$ cat src/rtl/btn_conditioner.sv
// btn_conditioner: N-channel push-button synchroniser and debouncer that also
// raises one-cycle press, release, long-press and auto-repeat events.
// Ports:
//   clk       system clock
//   rst       asynchronous active-low reset
//   btn_i     raw button pins, one per channel
//   btn_o     debounced level, 1 = pressed
//   press_o   one-cycle pulse on a btn_o rise
//   release_o one-cycle pulse on a btn_o fall
//   long_o    one-cycle pulse when a hold reaches LONG_TICKS ticks
//   repeat_o  one-cycle pulse every REPEAT_TICKS ticks after long_o
//   tick_o    internal time-base strobe
module btn_conditioner #(
    parameter int               CLK_FREQ       = 12_000_000,
    parameter int               TICK_FREQ      = 1000,
    parameter int               N_BTN          = 2,
    parameter int               DEBOUNCE_TICKS = 10,
    parameter int               LONG_TICKS     = 500,
    parameter int               REPEAT_TICKS   = 100,
    parameter logic [N_BTN-1:0] INVERT         = {N_BTN{1'b0}}
) (
    input  logic             clk,
    input  logic             rst,
    input  logic [N_BTN-1:0] btn_i,
    output logic [N_BTN-1:0] btn_o,
    output logic [N_BTN-1:0] press_o,
    output logic [N_BTN-1:0] release_o,
    output logic [N_BTN-1:0] long_o,
    output logic [N_BTN-1:0] repeat_o,
    output logic             tick_o
);

    localparam int DIV  = CLK_FREQ / TICK_FREQ;
    localparam int CW   = $clog2(DIV);
    localparam int DBW  = $clog2(DEBOUNCE_TICKS + 1);
    localparam int HMAX = (LONG_TICKS > REPEAT_TICKS) ? LONG_TICKS : REPEAT_TICKS;
    localparam int HW   = (HMAX > 0) ? $clog2(HMAX + 1) : 1;

    localparam logic [CW-1:0]  DIV_LAST  = CW'(DIV - 1);
    localparam logic [DBW-1:0] DB_LAST   = DBW'(DEBOUNCE_TICKS - 1);
    localparam logic [HW-1:0]  LONG_LAST = HW'((LONG_TICKS > 0) ? LONG_TICKS - 1 : 0);
    localparam logic [HW-1:0]  LONG_SAT  = HW'(LONG_TICKS);
    localparam logic [HW-1:0]  REP_LAST  = HW'((REPEAT_TICKS > 0) ? REPEAT_TICKS - 1 : 0);
    localparam logic           LONG_EN   = (LONG_TICKS > 0);
    localparam logic           REP_EN    = (REPEAT_TICKS > 0);

    typedef enum logic [1:0] {
        S_IDLE,
        S_HOLD,
        S_REPEAT
    } state_t;

    logic [CW-1:0] r_div;
    logic          r_tick;

    // tick is high in the cycle after the divider wraps: 1 cycle in DIV
    always_ff @(posedge clk or negedge rst) begin
        if (!rst) begin
            r_div  <= '0;
            r_tick <= 1'b0;
        end else begin
            r_tick <= (r_div == DIV_LAST);
            if (r_div == DIV_LAST) begin
                r_div <= '0;
            end else begin
                r_div <= r_div + CW'(1);
            end
        end
    end

    assign tick_o = r_tick;

    for (genvar g = 0; g < N_BTN; g++) begin : g_ch
        logic [1:0]     r_sync;
        logic           w_in;
        logic           r_btn;
        logic [DBW-1:0] r_db;
        logic [DBW-1:0] w_db_nx;
        logic           w_tog;
        state_t         r_st;
        state_t         w_st_nx;
        logic [HW-1:0]  r_hc;
        logic [HW-1:0]  w_hc_nx;
        logic           w_long_nx;
        logic           w_rep_nx;
        logic           r_press;
        logic           r_rel;
        logic           r_long;
        logic           r_rep;

        assign w_in = r_sync[1] ^ INVERT[g];

        // Any sample agreeing with btn_o restarts the count, tick or not
        always_comb begin
            w_tog   = 1'b0;
            w_db_nx = r_db;
            if (w_in == r_btn) begin
                w_db_nx = '0;
            end else if (r_tick) begin
                if (r_db == DB_LAST) begin
                    w_tog   = 1'b1;
                    w_db_nx = '0;
                end else begin
                    w_db_nx = r_db + DBW'(1);
                end
            end
        end

        // btn_o is 1 throughout HOLD/REPEAT, so a toggle there is a fall;
        // the fall wins over any long/repeat due on the same tick
        always_comb begin
            w_st_nx   = r_st;
            w_hc_nx   = r_hc;
            w_long_nx = 1'b0;
            w_rep_nx  = 1'b0;
            unique case (r_st)
                S_IDLE: begin
                    if (LONG_EN && w_tog && !r_btn) begin
                        w_st_nx = S_HOLD;
                        w_hc_nx = '0;
                    end
                end
                S_HOLD: begin
                    if (w_tog) begin
                        w_st_nx = S_IDLE;
                        w_hc_nx = '0;
                    end else if (r_tick) begin
                        if (r_hc == LONG_LAST) begin
                            w_long_nx = 1'b1;
                            if (REP_EN) begin
                                w_st_nx = S_REPEAT;
                                w_hc_nx = '0;
                            end else begin
                                w_hc_nx = LONG_SAT;
                            end
                        end else if (r_hc < LONG_LAST) begin
                            w_hc_nx = r_hc + HW'(1);
                        end
                    end
                end
                S_REPEAT: begin
                    if (w_tog) begin
                        w_st_nx = S_IDLE;
                        w_hc_nx = '0;
                    end else if (r_tick) begin
                        if (r_hc == REP_LAST) begin
                            w_rep_nx = 1'b1;
                            w_hc_nx  = '0;
                        end else begin
                            w_hc_nx = r_hc + HW'(1);
                        end
                    end
                end
                default: begin
                    w_st_nx = S_IDLE;
                    w_hc_nx = '0;
                end
            endcase
        end

        // Sync FFs reset to the idle pin level so the channel reads released
        always_ff @(posedge clk or negedge rst) begin
            if (!rst) begin
                r_sync  <= {2{INVERT[g]}};
                r_btn   <= 1'b0;
                r_db    <= '0;
                r_st    <= S_IDLE;
                r_hc    <= '0;
                r_press <= 1'b0;
                r_rel   <= 1'b0;
                r_long  <= 1'b0;
                r_rep   <= 1'b0;
            end else begin
                r_sync  <= {r_sync[0], btn_i[g]};
                r_btn   <= r_btn ^ w_tog;
                r_db    <= w_db_nx;
                r_st    <= w_st_nx;
                r_hc    <= w_hc_nx;
                r_press <= w_tog & ~r_btn;
                r_rel   <= w_tog & r_btn;
                r_long  <= w_long_nx;
                r_rep   <= w_rep_nx;
            end
        end

        assign btn_o[g]     = r_btn;
        assign press_o[g]   = r_press;
        assign release_o[g] = r_rel;
        assign long_o[g]    = r_long;
        assign repeat_o[g]  = r_rep;
    end

endmodule

$ cat config.mk
export PLATFORM = sky130hd
export DESIGN_NAME = btn_conditioner
export DESIGN_NICKNAME = d
export VERILOG_FILES = /design/src/rtl/btn_conditioner.sv
export SDC_FILE = /design/constraint.sdc
export NUM_CORES = 1
export LEC_CHECK = 0
export BUFFER_PORTS_ARGS = -buffer_cell sky130_fd_sc_hd__buf_2
export CAP_MARGIN = 20
export CORE_MARGIN = 5
export CORE_UTILIZATION = 56
export DETAILED_ROUTE_END_ITERATION = 7
export HOLD_SLACK_MARGIN = 0.15
export PLACE_DENSITY = 0.74
export SYNTH_ARGS = -nofsm -noshare
export SYNTH_HDL_FRONTEND = slang
export SYNTH_SLANG_ARGS = --single-unit
export TNS_END_PERCENT = 30
$ cat constraint.sdc
create_clock -name clk -period 2.5 [get_ports clk]
set_input_delay 0.375 -clock clk [delete_from_list [all_inputs] [get_ports clk]]
set_output_delay 0.375 -clock clk [all_outputs]
set_load 0.005 [all_outputs]
==> impl_metrics.tcl, run 1 <==
set metrics [dict create \
    startpoint "g_ch[0].r_db[1]" \
    power.leakage_nw 1.62 \
    syn_area_sq_um 3210 \
    yosysMostFrequentCell "dfrtp_1" \
    yosys-top-cells-area "dfrtp_1 (46%), ha_1 (5.1%), o21ai_0 (4.8%)" \
    drv_slew 0 \
    fin_setup_tns_ns 0 \
    synth_common_cells "dfrtp_1 (59), nor2_1 (32), o21ai_0 (31)" \
    max_cap_viol_count 0 \
    die-area_sq_um 7340 \
    clkTransAtPathRegs_ns 0.06 \
    worst_pin_slew_ns 0.625 \
    portBuffers 14 \
    tritoncts "yes" \
    drc_errors 0 \
    worstHoldStart "g_ch[1].r_sync[0]" \
    required_ns 2.72 \
    avgSynthCellArea_sq_um 10.1 \
    antenna_left 0 \
    route.detailed.wl_per_inst_um 14.4 \
    wirelength_um 5950 \
    grt_usage_pct 18.4 \
    r2r_cells 7 \
    htree_levels 3 \
    p_per_area_nw_per_um2 485 \
    holdPathStages 0 \
    clock_skew_ns 0.00759 \
    clockRootBuffer "clkbuf_8" \
    clk_latency_ns 0.33 \
    ys_types 56 \
    syn_inst 319 \
    gp_congestion 0.871 \
    grt_pass1_wl_um 10800 \
    startpoint_type "register" \
    period_share_pct 87.8 \
    post_drt_via_cell_ratio 5.82 \
    fp.coreArea_sq_um 5540 \
    async_reset_ff_share_pct 100 \
    hold_path_class "register to register" \
    max_freq_mhz 455 \
    io_pins 15 \
    netlist.area_leader.share_pct 46.0 \
    ctsLongestPathBuffers 2 \
    firstDrtPassIters 4 \
    num_antenna_cells 0 \
    cts_setup_buffers 0 \
    crit_type "register to register" \
    cp.arrival_ns 2.41 \
    place_inst 398 \
    rsz0062_at_grt "no" \
    synth-edff-count 0 \
    yosys_register_bits 59 \
    grt_max_degree 34 \
    start_util_pct 57.9 \
    path_max_fanout 8 \
    layout.nets 357 \
    r2r-start "g_ch[0].r_db[1]" \
    hold_viol_final 0 \
    synth-seq-area-share_pct 46.0 \
    numCtsBuffers 9 \
    dp_hpwl_um 4210 \
    ir_drop_v 0.000312 \
    rows 27 \
    end_kind "register" \
    ys.flop_type "dfrtp_1" \
    dieHeight_um 85.7 \
    setup_violations 0 \
    die_w_um 85.7 \
    status "completed" \
    area_growth_pct 9.91 \
    first_global_vias 2322 \
    min_period_ns 2.20 \
    clock_sinks 59 \
    slew_headroom_pct 58.3 \
    num_vias 2408 \
    synth_fp_nets 336 \
    drive_gt1_share_pct 13.5 \
    synth_top_area_cell "dfrtp_1" \
    yosys_warnings 0 \
    grt_antenna_before_repair 0 \
    fill_cells 456 \
    grt_overflow 0 \
    drt_iter0_drc 193 \
    post-route-util_pct 63.6 \
    final_cells 414 \
]
-- flip-flops by register name, indices dropped and copies added (netlist names), named ones only --
signal / cells
g_ch.r_rep: 2
g_ch.r_press: 2
g_ch.r_hc: 18
tick_o: 1
g_ch.r_long: 2
g_ch.r_st: 4
g_ch.r_sync: 4
g_ch.r_db: 8
r_div: 14
g_ch.r_rel: 2
-- critical path: stages (launching register included) --
cell and delay [ns]:
dfrtp_1 0.42, inv_1 0.07, ha_1 0.22, nand4b_4 0.18, or2_1 0.31, a221oi_2 0.46, o21ai_0 0.16, a22o_1 0.25
-- layout by cell type (no fill, tap or decap), drive strengths merged, types with 5 or more instances in the layout --
cell | netlist | final
dfrtp | 59 | 59
mux2 | 5 | 5
a22o | 13 | 13
ha | 13 | 13
nor4 | 6 | 6
nor2 | 34 | 34
nand3 | 10 | 10
nor3b | 6 | 6
clkbuf | 2 | 10
inv | 14 | 14
a21oi | 6 | 6
buf | 12 | 21
xnor2 | 9 | 9
nor2b | 10 | 10
nand2 | 23 | 23
o21ai | 33 | 33
and3 | 8 | 8
mux2i | 6 | 6
nor3 | 6 | 6
-- layout make-up --
type / instances / area [sq um] / area share (%)
clock buffers: 10 / 138 / 3.90
clock inverters: 3 / 17.5 / 0.497
inverters: 14 / 52.6 / 1.49
multi-input cells: 232 / 1590 / 45.0
flip-flops and latches: 59 / 1480 / 41.9
well taps: 72 / 90.1 / 2.56
repair buffers: 24 / 165 / 4.69
-- per-stage QoR --
| stage | hold slack, ns | worst slack, ns | total power [mW] | area, sq um |
|---|---|---|---|---|
| 2_1_floorplan | 0.0794 | 0.564 | 0.984 | 3210 |
| 5_1_grt | 0.369 | 0.115 | 1.79 | 3520 |
| 3_3_place_gp | 0.335 | 0.383 | 1.01 | 3340 |
| 6_report | 0.353 | 0.304 | 1.71 | 3520 |
| 3_5_place_dp | 0.336 | 0.320 | 1.01 | 3340 |
| 4_1_cts | 0.353 | 0.317 | 1.74 | 3520 |
-- power breakdown --
group          internal (mW)  total, mW  switching, mW
registers              0.958      0.961        0.00278
clock network          0.366      0.712          0.346
logic                 0.0114     0.0367         0.0253
-- worst paths after layout --
check                                    end  slack (ns)
min                        g_ch[1].r_sync[1]        0.35
min reg2reg                g_ch[1].r_sync[1]        0.35
max reg2reg                  g_ch[0].r_hc[5]        0.30
max                          g_ch[0].r_hc[5]        0.30
max in group asynchronous           r_div[5]        1.32
min in group asynchronous    g_ch[0].r_hc[6]        0.59
-- routing by layer --
layer | global-route usage (%) | vias up | part of all wire [%] | wire length [um]
met5 | 0 | - | 0 | 0
met4 | 5.32 | 0 | 0.62 | 37
met3 | 6.44 | 2 | 4.4 | 260
met2 | 29.2 | 43 | 48 | 2870
met1 | 23.9 | 1176 | 47 | 2790
li1 | - | 1187 | - | -
-- timing repair --
item	4_1_cts	5_1_grt
resized for setup	0	0
hold buffers	3	0
hold endpoints to repair	28	0
-- logic make-up (layout without fill, tap and decap cells) --
family	after synthesis	count (layout)	share of synthesized area (%)
muxes	11	11	3.63
AOI/OAI and AO/OA	72	72	16.0
xor gates and xnor gates	12	12	3.51
and+or+nand+nor	124	124	21.3
DFF	59	59	46.0
adders and majority gates	13	13	5.07
buffers and inverters	28	51	4.53
Note: power is estimated with default switching activity, not from simulation.
==> inputs of run 2 (changes only) <==
Settings changed: CORE_MARGIN 5 to default, PLACE_DENSITY 0.74 to 0.78.
==> impl_metrics.tcl, run 2 (same netlist as run 1, synthesis figures left out) <==
set metrics [dict create \
    numCtsBuffers 9 \
    first_global_vias 2317 \
    fp.coreArea_sq_um 5510 \
    slew_headroom_pct 64.7 \
    startpoint_type "register" \
    wl_met2_um 2740 \
    hold_path_class "register to register" \
    antenna_left 0 \
    route.detailed.wl_per_inst_um 14.1 \
    wirelength_met1_um 2840 \
    register_area_sq_um 1480 \
    wl_met3_um 167 \
    drc_errors 0 \
    fin_area_sq_um 3520 \
    portBuffers 14 \
    num_vias 2374 \
    worst_pin_slew_ns 0.529 \
    status "completed" \
    dpl_cell_area_sq_um 3340 \
    required_ns 2.72 \
    num_antenna_cells 0 \
    drv_slew 0 \
    die-area_sq_um 6030 \
    drt_iter0_drc 153 \
    dp_hpwl_um 4110 \
    max_cap_viol_count 0 \
    final_cells 417 \
    ctsLongestPathBuffers 2 \
    switching_share_pct 22.4 \
    start_util_pct 58.2 \
    reg2reg_slack_ns 0.34 \
    p_per_area_nw_per_um2 484 \
    routed.top_layer "met4" \
    area_growth_pct 9.87 \
    internal_power_mw 1.33 \
    min_period_ns 2.16 \
    max_stage_delay_ns 0.43 \
    period_share_pct 86.2 \
    die_w_um 77.7 \
    gp_congestion 0.880 \
    clock_skew_ns 0.00750 \
    post_drt_via_cell_ratio 5.69 \
    clock_sinks 59 \
    comb_power_share_pct 2.1 \
    multi_input_area_sq_um 1590 \
    clkPwrFrac_pct 41.6 \
    firstDrtPassIters 4 \
    io_pins 15 \
    path_max_fanout 8 \
    grt_max_degree 60 \
    hold_viol_final 0 \
    worstPathCellList "inv_1 > ha_1 > nand4b_4 > or2_1 > a221oi_2 > o21ai_0 > a22o_1" \
    crit_type "register to register" \
    dieHeight_um 77.7 \
    max_freq_mhz 464 \
    cts_setup_buffers 0 \
    power.leakage_nw 1.62 \
    tritoncts "yes" \
    wirelength_um 5870 \
    grt_antenna_before_repair 0 \
    grt_pass1_wl_um 10000 \
    setup_violations 0 \
    layout.nets 357 \
    grt_overflow 0 \
    cp_slowest_cell "a221oi_2" \
    pre_cts_ws_ns 0.333 \
    place_inst 398 \
    clockRootBuffer "clkbuf_8" \
    fill_cells 455 \
    reg.largest.list "g_ch.r_hc (18), r_div (14), g_ch.r_db (8)" \
    fin_setup_tns_ns 0 \
    ir_drop_v 0.000344 \
    grt_usage_pct 21.6 \
    setup_slack_ns 0.344 \
    final_cell_mix "dfrtp_1 (59), nor2_1 (32), o21ai_0 (31)" \
    final_common_cell "dfrtp_1" \
    regMostFlops "g_ch.r_hc" \
    htree_levels 3 \
    end_kind "register" \
    power_frac_seq_pct 56.3 \
    p_switching_mw 0.382 \
    clk_latency_ns 0.34 \
    rsz0062_at_grt "no" \
    rows 27 \
    drive_gt1_share_pct 13.0 \
    clkTransAtPathRegs_ns 0.06 \
    cp.arrival_ns 2.38 \
    largest_reg_flops 18 \
]
run 2: worst max-delay path, delay by kind of cell (launching register included):
family	cells	cell delay, ns
flip-flops	1	0.42
adder cells (fa/ha/maj)	1	0.22
buffers and inverters	1	0.07
AO/OA/AOI/OAI	3	0.84
AND/OR/NAND/NOR	2	0.49
run 2: area by class of cell:
type                       count  area share (%)
multi-input combinational    232            45.0
sequential                    59            41.9
timing repair buffer          24            4.69
clock buffer                  13            3.94
tap                           72            2.56
inverter                      14            1.49
clock inverter                 3           0.426
run 2: worst paths after layout:
check | from | endpoint | depth (start not counted)
max | g_ch[0].r_db[1] | g_ch[0].r_hc[6] | 7
min | g_ch[1].r_sync[0] | g_ch[1].r_sync[1] | 0
max reg2reg | g_ch[0].r_db[1] | g_ch[0].r_hc[6] | 7
min reg2reg | g_ch[1].r_sync[0] | g_ch[1].r_sync[1] | 0
max in group asynchronous | rst | r_div[1] | 3
min in group asynchronous | rst | g_ch[1].r_press | 3
run 2: power by group through the flow:
stage	Sequential (mW)	Clock, mW	Combinational (mW)
finish	0.961	0.710	0.0359
global route	0.961	0.760	0.0423
CTS	0.961	0.729	0.0375
detailed placement	0.978	0	0.0340
global placement	0.978	0	0.0336
floorplan	0.978	0	0.00618
run 2: timing repair:
action	in CTS	in global routing
hold endpoints to repair	61	0
hold buffers	3	0
gates resized for setup	0	0
run 2: routing by layer:
metal	track usage, %	vias up
li1	-	1183
met1	27.5	1143
met2	34.2	35
met3	4.47	13
met4	12.5	0
met5	0	-
run 2: per-stage QoR:
| step | power (mW) | hold WS, ns | util [%] |
|---|---|---|---|
| 2_1_floorplan | 0.984 | 0.0794 | - |
| 5_1_grt | 1.76 | 0.358 | 64.0 |
| 3_5_place_dp | 1.01 | 0.336 | 60.6 |
| 6_report | 1.71 | 0.351 | 64.0 |
| 3_3_place_gp | 1.01 | 0.333 | 60.6 |
| 4_1_cts | 1.73 | 0.352 | 64.0 |
